<file path="src/rtl/fpmul_arb_pkg.sv">
// Shared types and the arbitration picker for fpmul_arbiter.
// The picker works on a 16-lane padded vector so one function serves every NUM_REQ.
package fpmul_arb_pkg;

    localparam int FP16_W  = 16;
    localparam int MAX_REQ = 16;

    typedef enum logic {
        EMPTY = 1'b0,
        FULL  = 1'b1
    } state_e;

    // First valid index strictly after 'last', wrapping; 'last' itself is tried last.
    // Unused lanes are zero in 'valid', so wrapping at 16 equals wrapping at NUM_REQ.
    function automatic logic [3:0] rr_pick(input logic [MAX_REQ-1:0] valid,
                                           input logic [3:0]         last);
        logic [3:0] idx;
        logic [3:0] pick;
        logic       found;
        pick  = last;
        found = 1'b0;
        for (int i = 1; i <= MAX_REQ; i++) begin
            idx = last + 4'(i);
            if (!found && valid[idx]) begin
                pick  = idx;
                found = 1'b1;
            end
        end
        return pick;
    endfunction

endpackage

</file>
<file path="src/rtl/FPMUL.sv">
// Combinational FP16 multiplier, round-to-nearest-even.
// Subnormal operands/results flush to signed zero; NaN results are canonical 16'h7E00.
module FPMUL (
    input  logic [15:0] opA_i,
    input  logic [15:0] opB_i,
    output logic [15:0] MUL_o
);

    logic              sign;
    logic [4:0]        ea, eb;
    logic [9:0]        ma, mb;
    logic              a_nan, b_nan, a_inf, b_inf, a_zero, b_zero;
    logic [21:0]       prod;
    logic [9:0]        frac;
    logic              guard, sticky;
    logic [10:0]       frac_rnd;
    logic signed [7:0] exp_r;

    assign sign   = opA_i[15] ^ opB_i[15];
    assign ea     = opA_i[14:10];
    assign eb     = opB_i[14:10];
    assign ma     = opA_i[9:0];
    assign mb     = opB_i[9:0];
    assign a_nan  = (ea == 5'h1F) && (ma != 10'h0);
    assign b_nan  = (eb == 5'h1F) && (mb != 10'h0);
    assign a_inf  = (ea == 5'h1F) && (ma == 10'h0);
    assign b_inf  = (eb == 5'h1F) && (mb == 10'h0);
    assign a_zero = (ea == 5'h00);
    assign b_zero = (eb == 5'h00);

    always_comb begin
        prod  = 22'({1'b1, ma}) * 22'({1'b1, mb});
        exp_r = $signed({3'b000, ea}) + $signed({3'b000, eb}) - 8'sd15;
        if (prod[21]) begin
            frac   = prod[20:11];
            guard  = prod[10];
            sticky = |prod[9:0];
            exp_r  = exp_r + 8'sd1;
        end else begin
            frac   = prod[19:10];
            guard  = prod[9];
            sticky = |prod[8:0];
        end
        frac_rnd = {1'b0, frac} + 11'(guard & (sticky | frac[0]));
        // Rounding carry-out leaves the fraction at zero and bumps the exponent.
        if (frac_rnd[10]) begin
            exp_r = exp_r + 8'sd1;
        end

        if (a_nan || b_nan || (a_inf && b_zero) || (b_inf && a_zero)) begin
            MUL_o = 16'h7E00;
        end else if (a_inf || b_inf) begin
            MUL_o = {sign, 5'h1F, 10'h000};
        end else if (a_zero || b_zero) begin
            MUL_o = {sign, 15'h0000};
        end else if (exp_r >= 8'sd31) begin
            MUL_o = {sign, 5'h1F, 10'h000};
        end else if (exp_r <= 8'sd0) begin
            MUL_o = {sign, 15'h0000};
        end else begin
            MUL_o = {sign, exp_r[4:0], frac_rnd[9:0]};
        end
    end

endmodule

</file>
<file path="src/rtl/fpmul_arbiter.sv">
// Shares one FP16 multiplier among NUM_REQ requesters; FPMUL_ARB_RR_EN selects round-robin, else fixed priority.
// Latency: product visible one cycle after accept; one product per cycle while resp_ready_i is high.
// Backpressure: a full result register with resp_ready_i low grants nobody and holds data/ID stable.
module fpmul_arbiter #(
    parameter int NUM_REQ = 4,
    parameter int ID_W    = $clog2(NUM_REQ)
) (
    input  logic                  clk_i,
    input  logic                  rst_i,
    input  logic [NUM_REQ-1:0]    req_valid_i,
    input  logic [16*NUM_REQ-1:0] req_opA_i,
    input  logic [16*NUM_REQ-1:0] req_opB_i,
    output logic [NUM_REQ-1:0]    req_ready_o,
    output logic                  resp_valid_o,
    output logic [15:0]           resp_data_o,
    output logic [ID_W-1:0]       resp_id_o,
    input  logic                  resp_ready_i
);
    import fpmul_arb_pkg::*;

    state_e            state_q, state_d;
    logic              can_accept, any_valid, grant_en, accept;
    logic [MAX_REQ-1:0] valid_pad;
    logic [3:0]        last_pad;
    logic [ID_W-1:0]   grant_idx;
    logic [FP16_W-1:0] op_a, op_b, mul_res;
    logic [FP16_W-1:0] data_q;
    logic [ID_W-1:0]   id_q;

    assign can_accept = (state_q == EMPTY) || resp_ready_i;
    assign any_valid  = |req_valid_i;
    assign grant_en   = can_accept && any_valid && !rst_i;

`ifdef FPMUL_ARB_RR_EN
    logic [ID_W-1:0] last_q;

    always_ff @(posedge clk_i) begin
        if (rst_i) begin
            last_q <= ID_W'(NUM_REQ - 1);
        end else if (accept) begin
            last_q <= grant_idx;
        end
    end

    always_comb begin
        last_pad              = '0;
        last_pad[ID_W-1:0]    = last_q;
    end
`else
    // Pretending the last winner was lane 15 makes the search start at lane 0.
    assign last_pad = 4'hF;
`endif

    always_comb begin
        valid_pad                = '0;
        valid_pad[NUM_REQ-1:0]   = req_valid_i;
    end

    assign grant_idx = ID_W'(rr_pick(valid_pad, last_pad));

    always_comb begin
        req_ready_o = '0;
        if (grant_en) begin
            req_ready_o[grant_idx] = 1'b1;
        end
    end

    assign accept = |(req_valid_i & req_ready_o);
    assign op_a   = req_opA_i[FP16_W*grant_idx +: FP16_W];
    assign op_b   = req_opB_i[FP16_W*grant_idx +: FP16_W];

    FPMUL u_fpmul (
        .opA_i (op_a),
        .opB_i (op_b),
        .MUL_o (mul_res)
    );

    always_ff @(posedge clk_i) begin
        if (rst_i) begin
            state_q <= EMPTY;
        end else begin
            state_q <= state_d;
        end
    end

    always_comb begin
        state_d = state_q;
        case (state_q)
            EMPTY:   if (accept) state_d = FULL;
            FULL:    if (!accept && resp_ready_i) state_d = EMPTY;
            default: state_d = EMPTY;
        endcase
    end

    always_comb begin
        resp_valid_o = (state_q == FULL);
    end

    always_ff @(posedge clk_i) begin
        if (rst_i) begin
            data_q <= '0;
            id_q   <= '0;
        end else if (accept) begin
            data_q <= mul_res;
            id_q   <= grant_idx;
        end
    end

    assign resp_data_o = data_q;
    assign resp_id_o   = id_q;

endmodule

</file>
<file path="config.mk">
export PLATFORM = sky130hd
export DESIGN_NAME = fpmul_arbiter
export DESIGN_NICKNAME = d
export VERILOG_FILES = /design/src/rtl/fpmul_arb_pkg.sv /design/src/rtl/FPMUL.sv /design/src/rtl/fpmul_arbiter.sv
export SDC_FILE = /design/constraint.sdc
export NUM_CORES = 1
export LEC_CHECK = 0
export BUFFER_PORTS_ARGS = -buffer_cell sky130_fd_sc_hd__buf_2
export CAP_MARGIN = 5
export CORE_AREA = 4 4 121 123
export DETAILED_ROUTE_END_ITERATION = 12
export DIE_AREA = 0 0 125 127
export PLACE_DENSITY_LB_ADDON = 0.15
export SLEW_MARGIN = 20
export SYNTH_ARGS = -nofsm -noshare
export SYNTH_HDL_FRONTEND = slang
export SYNTH_SLANG_ARGS = --single-unit
</file>
<file path="constraint.sdc">
create_clock -name clk_i -period 13.45 [get_ports clk_i]
set_clock_uncertainty 0.1 [all_clocks]
set_input_delay 4.035 -clock clk_i [delete_from_list [all_inputs] [get_ports clk_i]]
set_output_delay 4.035 -clock clk_i [all_outputs]
set_load 0.005 [all_outputs]
</file>
==> results of run 1 <==
[state kept, by name, summed over array words and instances (netlist names)]
| register | count |
|---|---|
| resp_id_o | 2 |
| resp_data_o | 16 |
| resp_valid_o | 1 |
[metrics by stage]
step / hold slack [ns] / worst slack [ns] / cells / util / area, µm²
3_3_place_gp: 0.3327 / 0.5799 / 1334 / 0.6321 / 8638
4_1_cts: 0.3500 / 0.7140 / 1338 / 0.6380 / 8718
2_1_floorplan: 0.3487 / 0.8575 / 1021 / - / 7702
5_1_grt: 0.3801 / 0.03311 / 1340 / 0.6387 / 8728
3_5_place_dp: 0.3366 / 0.4750 / 1334 / 0.6321 / 8638
6_report: 0.3469 / 0.7323 / 1340 / 0.6387 / 8728
[repair_timing]
item / CTS / global route
setup buffers: 0 / 0
endpoints found under the setup margin: 0 / 10
resized for setup: 0 / 1
endpoints found under the hold margin: 0 / 0
[layout by cell type (no fill, tap or decap), types with 4 or more instances in the layout]
cell type and n:
a211oi_1 12, a21o_1 6, a21oi_1 68, a21oi_4 4, a311oi_1 4, and2_1 15, and3_1 6, buf_2 157
buf_4 24, dfxtp_1 19, fa_1 81, ha_1 68, inv_1 136, mux2_2 8, mux2i_1 33, nand2_1 140
nand2b_1 8, nand3_1 19, nand4_1 10, nor2_1 101, nor2b_1 9, nor3_1 9, nor4_1 7, o2111ai_1 4
o211a_1 4, o211ai_1 6, o21ai_0 42, o21ai_1 6, o31a_1 6, o31ai_1 12, or3_1 7, xnor2_1 29
xor2_1 11
[layout make-up]
type | count | area, µm²
sequential | 19 | 380.4
clock inverter | 1 | 5.005
inverter | 138 | 518.0
multi-input combinational | 816 | 6554
tap | 180 | 225.2
clock buffer | 3 | 75.07
timing repair buffer | 181 | 965.9
fill | 1273 | 4937
antenna | 2 | 5.005
[worst max-delay path, delay by kind of cell]
family                   cells  cell delay (ns)
AO/OA/AOI/OAI               10             2.71
AND/OR/NAND/NOR              6             1.48
adder cells (fa/ha/maj)      7             3.16
buffers and inverters        8             1.39
[worst max-delay path by stage]
stage                            to           start  depth (start not counted)
finish               resp_data_o[5]  req_valid_i[1]                         31
CTS                  resp_data_o[1]  req_valid_i[1]                         30
global route         resp_data_o[5]  req_valid_i[1]                         31
floorplan           resp_data_o[13]  req_valid_i[2]                         35
global placement     resp_data_o[9]  req_valid_i[1]                         30
detailed placement   resp_data_o[5]  req_valid_i[1]                         30
[metal layers]
layer	vias up	wire length, µm	share of wire	GRT usage
met5	-	0	0	0
met4	0	666	0.030	0.08546
met3	38	1724	0.076	0.05309
met2	312	10490	0.46	0.4752
met1	3515	9685	0.43	0.3844
li1	3732	-	-	-
[logic make-up after synthesis]
kind of cell             synth area share
AO/OA/AOI/OAI                      0.2076
adder cells (fa/ha/maj)            0.3210
flip-flops                        0.04938
multiplexers                      0.05458
XOR/XNOR                          0.05182
AND/OR/NAND/NOR                    0.2152
buffers and inverters              0.1004
==> results.toml, run 1 <==
[die]
fp.dieW_um = 125
io_pins = 158
rows = 43
die_h_um = 127
die-area_um2 = 15880
core_um2 = 13670
start_util = 0.5636

[logic_synthesis]
syn_nets = 1305
syn_avg_cell_area_um2 = 7.544
seq_area_frac_synth = 0.04938
yosysMostFrequentCell = "nand2_1"
synth.cell_area_um2 = 7702
synth-async-reset-ratio = 0
ys_warn_count = 0
synth_cell_types = 88
synth_edf_count = 0
netlist_top_cells_area = "fa_1 (21%), ha_1 (11%), nand2_1 (6.8%)"
synth_common_cells = "nand2_1 (140), inv_1 (136), nor2_1 (101)"
synth-seq-cells = 19
netlist.area_leader.share = 0.2105
synthCells = 1021
synthFlopType = "dfxtp_1"
yosysTopAreaCell = "fa_1"

[clock_network]
clk_pin_slew_ns = 0.06
cts_made_buffers = 3
cts.sinks = 19
clockBufferDepth = 2
holdBufCountCts = 0
cts_tree = "built"
htreeDepth = 1
clockRootBuffer = "clkbuf_16"
clk_latency_ns = 0.25

[worst_hold_path]
holdPathStages = 2
hold_start = "resp_data_o[8]"
min_path_type = "reg -> reg"
whs_endpoint = "resp_data_o[8]"

[placement]
place_hpwl_um = 19210
place.gp.congestion = 0.9467
portBuffers = 157

[sta]
finalCritPeriodShare = 0.9456
final-hold-violation-count = 0
drv_slew = 0
period_minus_slack_ns = 12.72
setup_tns_ns = 0
tightest_slew_ns = 1.072
rsz0062_at_grt = "no"
clock.fmax_mhz = 78.63
relSlewSlack = 0.2852
finalSetupViolations = 0

[layout]
drive_above_1_share = 0.2012
area_growth_pct = 13.32
nNetsFinal = 1443

[routing]
vias_per_cell = 5.669
ant_nets = 0
post-route-drc-count = 0
vias = 7597
wl_um = 22560
drt_iter0_markers = 492
avgRoutedWirePerCell_um = 16.84
first_pass_iters = 5

[global_routing]
grt_usage = 0.2865
grt_max_degree = 47
grt-ovfl-total = 0
grt_pass1_wl_um = 38230
grt_pass1_vias = 7717
antenna_found_initial = 2

[critical_path]
crit_path_end_kind = "flop"
crit_slowest_cell = "fa_1"
cp.required_ns = 13.51
crit_fanout = 31
crit_top_cell = "inv_1"
reg2regPathDepth = 7
criticalPathCategory = "in -> reg"
reg2reg_slack_ns = 10.89
reg2reg_from = "resp_valid_o"
r2r_end = "resp_data_o[13]"
crit_arrival_ns = 12.78
start_kind = "primary input"
slowest_delay_ns = 0.56

[outcome]
status = "finished clean"

[run]
maxCapViolCount = 0
Power of run 1 is left out: the tool's default activity adds up to more than one toggle a clock period on the data nets, which glitch-free logic cannot reach.
==> run 2: changes to the inputs <==
--- a/config.mk
+++ b/config.mk
@@ -7,9 +7,9 @@
 export LEC_CHECK = 0
 export BUFFER_PORTS_ARGS = -buffer_cell sky130_fd_sc_hd__buf_2
 export CAP_MARGIN = 5
-export CORE_AREA = 4 4 121 123
+export CORE_AREA = 4 4 124 126
 export DETAILED_ROUTE_END_ITERATION = 12
-export DIE_AREA = 0 0 125 127
+export DIE_AREA = 0 0 128 130
 export PLACE_DENSITY_LB_ADDON = 0.15
 export SLEW_MARGIN = 20
 export SYNTH_ARGS = -nofsm -noshare
==> results.toml, run 2 (same netlist as run 1, synthesis figures left out) <==
[outcome]
status = "finished clean"

[critical_path]
crit_arrival_ns = 12.82
reg2reg_from = "resp_valid_o"
crit_buf_inv = 8
crit_family = "adder cells"
criticalPathCategory = "in -> reg"
crit_start = "req_valid_i[2]"
crit_path_end_kind = "flop"
crit_fanout = 22
start_kind = "primary input"
crit_slowest_cell = "fa_1"
slowest_delay_ns = 0.56
cp.required_ns = 13.51

[placement]
portBuffers = 157
place_hpwl_um = 19470
place.gp.congestion = 0.9472
place_area_um2 = 8703

[sta]
relSlewSlack = 0.3510
tightest_slew_ns = 0.9735
rsz0062_at_grt = "no"
finalSetupViolations = 0
finalCritPeriodShare = 0.9491
setup_tns_ns = 0
final-hold-violation-count = 0
clock.fmax_mhz = 78.34
period_minus_slack_ns = 12.77
drv_slew = 0

[routing]
avgRoutedWirePerCell_um = 16.86
vias = 7626
wl_um = 22760
first_pass_iters = 5
ant_nets = 0
post-route-drc-count = 0
drt_iter0_markers = 495
vias_per_cell = 5.649

[global_routing]
grt_pass1_wl_um = 36660
antenna_found_initial = 0
grt_pass1_vias = 7251
grt_usage = 0.2702
grt-ovfl-total = 0
grt_max_degree = 40

[layout]
fillers = 1304
final_area_um2 = 8788
multi_input_area_um2 = 6554
final_cell_mix = "buf_2 (157), nand2_1 (140), inv_1 (136)"
nNetsFinal = 1451
final_common_cell = "buf_2"
register_area_um2 = 380.4
diodes = 0
drive_above_1_share = 0.2067
area_growth_pct = 14.10
largest_reg_flops = 16

[worst_hold_path]
min_path_type = "reg -> reg"
hold_start = "resp_data_o[7]"

[clock_network]
holdBufCountCts = 0
clk_latency_ns = 0.25
cts_made_buffers = 3
cts_tree = "built"
clockBufferDepth = 2
htreeDepth = 1
cts_setup_buffers = 0
cts.sinks = 19
clockRootBuffer = "clkbuf_16"
clk_pin_slew_ns = 0.05

[die]
core_um2 = 14310
rows = 44
die-area_um2 = 16640
start_util = 0.5381
io_pins = 158
fp.dieW_um = 128
die_h_um = 130

[run]
maxCapViolCount = 0
-- run 2: changes by cell type in the layout (fill, tap and decap cells not counted), sizes merged --
cell | previous run | this run
buf | 181 | 189
diode | 2 | 0
-- run 2: path summary, 6_finish.rpt --
check | endpoint | slack, ns | depth (start not counted)
hold / removal | resp_data_o[7] | 0.34 | 2
setup / recovery | resp_data_o[0] | 0.68 | 34
hold reg to reg | resp_data_o[7] | 0.34 | 2
setup reg to reg | resp_data_o[13] | 10.86 | 7
-- run 2: per-stage QoR --
step	hold WS (ns)	cells	utilization	setup WS (ns)
finish	0.3443	1350	0.6140	0.6843
floorplan	0.3487	1021	-	0.8575
CTS	0.3514	1350	0.6136	0.6514
detailed placement	0.3375	1346	0.6080	0.4561
global route	0.3830	1350	0.6140	0.01050
global placement	0.3347	1346	0.6080	0.6186
-- run 2: worst reg2reg max path: cells and delay by family (launching register included) --
kind | cells | cell delay, ns
AO/OA/AOI/OAI | 2 | 0.61
flip-flops | 1 | 0.30
AND/OR/NAND/NOR | 5 | 1.47
-- run 2: timing repair --
action	CTS	global route
hold endpoints to repair	0	0
gates resized for setup	0	5
endpoints found under the setup margin	0	9
-- run 2: cell type report --
class,count,share of cell area
clock buffers,3,0.008542
clock inverters,1,0.0005695
inverters,138,0.05894
multi-input cells,816,0.7457
flip-flops and latches,19,0.04328
well taps,184,0.02620
repair buffers,189,0.1167
-- run 2: per-layer routing --
layer	up-vias	wire length (µm)	track usage
li1	3752	-	-
met1	3518	9977	0.3715
met2	310	10330	0.4418
met3	46	1792	0.04666
met4	0	665	0.07428
met5	-	0	0
Power of run 2 is left out for the same reason.
==> run 3: changes to the inputs <==
--- a/config.mk
+++ b/config.mk
@@ -5,11 +5,12 @@
 export SDC_FILE = /design/constraint.sdc
 export NUM_CORES = 1
 export LEC_CHECK = 0
+export ABC_AREA = 1
 export BUFFER_PORTS_ARGS = -buffer_cell sky130_fd_sc_hd__buf_2
 export CAP_MARGIN = 5
-export CORE_AREA = 4 4 124 126
+export CORE_AREA = 4 4 122 124
 export DETAILED_ROUTE_END_ITERATION = 12
-export DIE_AREA = 0 0 128 130
+export DIE_AREA = 0 0 126 128
 export PLACE_DENSITY_LB_ADDON = 0.15
 export SLEW_MARGIN = 20
 export SYNTH_ARGS = -nofsm -noshare
==> results.toml, run 3 <==
[clock_network]
cts_made_buffers = 3
clockBufferDepth = 2
cts_resized = 0
clockRootBuffer = "clkbuf_16"
clk_latency_ns = 0.25
cts.sinks = 19
cts_setup_buffers = 0
cts_tree = "built"
htreeDepth = 1
clk_pin_slew_ns = 0.05
holdBufCountCts = 0

[sta]
finalCritPeriodShare = 0.9078
final-hold-violation-count = 0
finalSetupViolations = 0
drv_slew = 0
tightest_slew_ns = 0.8501
relSlewSlack = 0.4312
clock.fmax_mhz = 81.90
period_minus_slack_ns = 12.21
holdWs_ns = 0.3607
setup_tns_ns = 0
rsz0062_at_grt = "no"

[routing]
top_layer = "met4"
wl_met1_um = 9808
wl_um = 22120
vias_per_cell = 5.188
vias = 7792
avgRoutedWirePerCell_um = 14.73
routed-wl-met3_um = 1488
drt_iter0_markers = 488
first_pass_iters = 7
wl_met2_um = 10220
post-route-drc-count = 0
ant_nets = 0

[logic_synthesis]
seq_area_frac_synth = 0.05108
ys_warn_count = 0
synthCells = 1170
syn_avg_cell_area_um2 = 6.364
synth_edf_count = 0
synth_cell_types = 45
synth.cell_area_um2 = 7446
netlist_top_cells_area = "fa_1 (22%), nand2_1 (18%), ha_1 (11%)"
synth_common_cells = "nand2_1 (350), inv_1 (219), nor2_1 (126)"
synth-seq-cells = 19
synthFlopType = "dfxtp_1"
yosysTopAreaCell = "fa_1"
netlist.area_leader.share = 0.2178
syn_nets = 1454
yosysMostFrequentCell = "nand2_1"
synth-async-reset-ratio = 0

[critical_path]
reg2regPathDepth = 12
crit_slowest_cell = "a221oi_2"
slowest_delay_ns = 0.78
start_kind = "primary input"
cp.required_ns = 13.48
criticalPathCategory = "in -> reg"
crit_fanout = 19
crit_path_end_kind = "flop"
crit_arrival_ns = 12.24

[placement]
place_hpwl_um = 19300
place.gp.congestion = 1.056
portBuffers = 157

[die]
die_h_um = 128
start_util = 0.5406
die-area_um2 = 16130
fp.dieW_um = 126
core_um2 = 13770
rows = 43
io_pins = 158

[layout]
fillers = 1410
largest_reg_flops = 16
diodes = 0
area_growth_pct = 13.98
final_common_cell = "nand2_1"
drive_above_1_share = 0.1823
nNetsFinal = 1607
final_cell_mix = "nand2_1 (350), inv_1 (219), buf_2 (157)"

[run]
maxCapViolCount = 0

[outcome]
status = "finished clean"

[global_routing]
grt_max_degree = 20
grt_pass1_wl_um = 36140
grt_pass1_vias = 7566
grt-ovfl-total = 0
grt_usage = 0.2694
antenna_found_initial = 0

[worst_hold_path]
holdPathStages = 2
min_path_type = "reg -> reg"
[run 3: cell count changes in the layout (fill, tap and decap cells not counted), moves of 11 or more]
| cell | before | now |
|---|---|---|
| buf_4 | 32 | 5 |
| o21ai_0 | 38 | 11 |
| inv_2 | 1 | 14 |
| o31ai_1 | 12 | 0 |
| a211oi_1 | 12 | 0 |
| a21oi_1 | 68 | 44 |
| nand2_1 | 140 | 350 |
| and2_1 | 15 | 4 |
| xnor2_1 | 29 | 2 |
| mux2i_1 | 33 | 0 |
| nand3_1 | 19 | 66 |
| nor2_1 | 101 | 126 |
| inv_1 | 136 | 219 |
| nand4_1 | 10 | 33 |
[run 3: path summary, 6_finish.rpt]
check	start	to	slack, ns
max reg2reg	resp_valid_o	resp_data_o[5]	11.43
max	req_valid_i[0]	resp_data_o[13]	1.24
min reg2reg	resp_data_o[5]	resp_data_o[5]	0.36
min	resp_data_o[5]	resp_data_o[5]	0.36
[run 3: final cells by class]
class	count	area, µm²	share of cell area
Multi-Input combinational cell	901	6092	0.7178
Inverter	236	885.9	0.1044
Timing Repair Buffer	162	823.3	0.09701
Sequential cell	19	380.4	0.04482
Tap cell	180	225.2	0.02654
Clock buffer	3	75.07	0.008846
Clock inverter	1	5.005	0.0005897
[run 3: layer usage]
metal,up-vias,GRT usage
met5,-,0
met4,0,0.06940
met3,40,0.02708
met2,294,0.4545
met1,3537,0.3725
li1,3921,-
[run 3: worst max-delay path: cells and delay by family]
family | cells | cell delay, ns
AOI/OAI and AO/OA | 3 | 0.94
buffers and inverters | 8 | 1.48
adders and majority gates | 7 | 3.20
and+or+nand+nor | 20 | 2.53
[run 3: kinds of logic after synthesis]
family	after synthesis	share of synthesized area
buffers and inverters	250	0.1307
AND/OR/NAND/NOR	646	0.3895
AO/OA/AOI/OAI	86	0.07108
flip-flops	19	0.05108
XOR/XNOR	20	0.02554
adder cells (fa/ha/maj)	149	0.3320
[run 3: metrics by stage]
step	utilization	worst slack, ns	std cells	area (µm²)
finish	0.6162	1.240	1502	8487
global route	0.6162	0.6536	1502	8487
CTS	0.6162	1.332	1502	8487
detailed placement	0.6104	1.090	1498	8407
global placement	0.6104	1.215	1498	8407
floorplan	-	2.510	1170	7446
Power of run 3 is left out for the same reason.
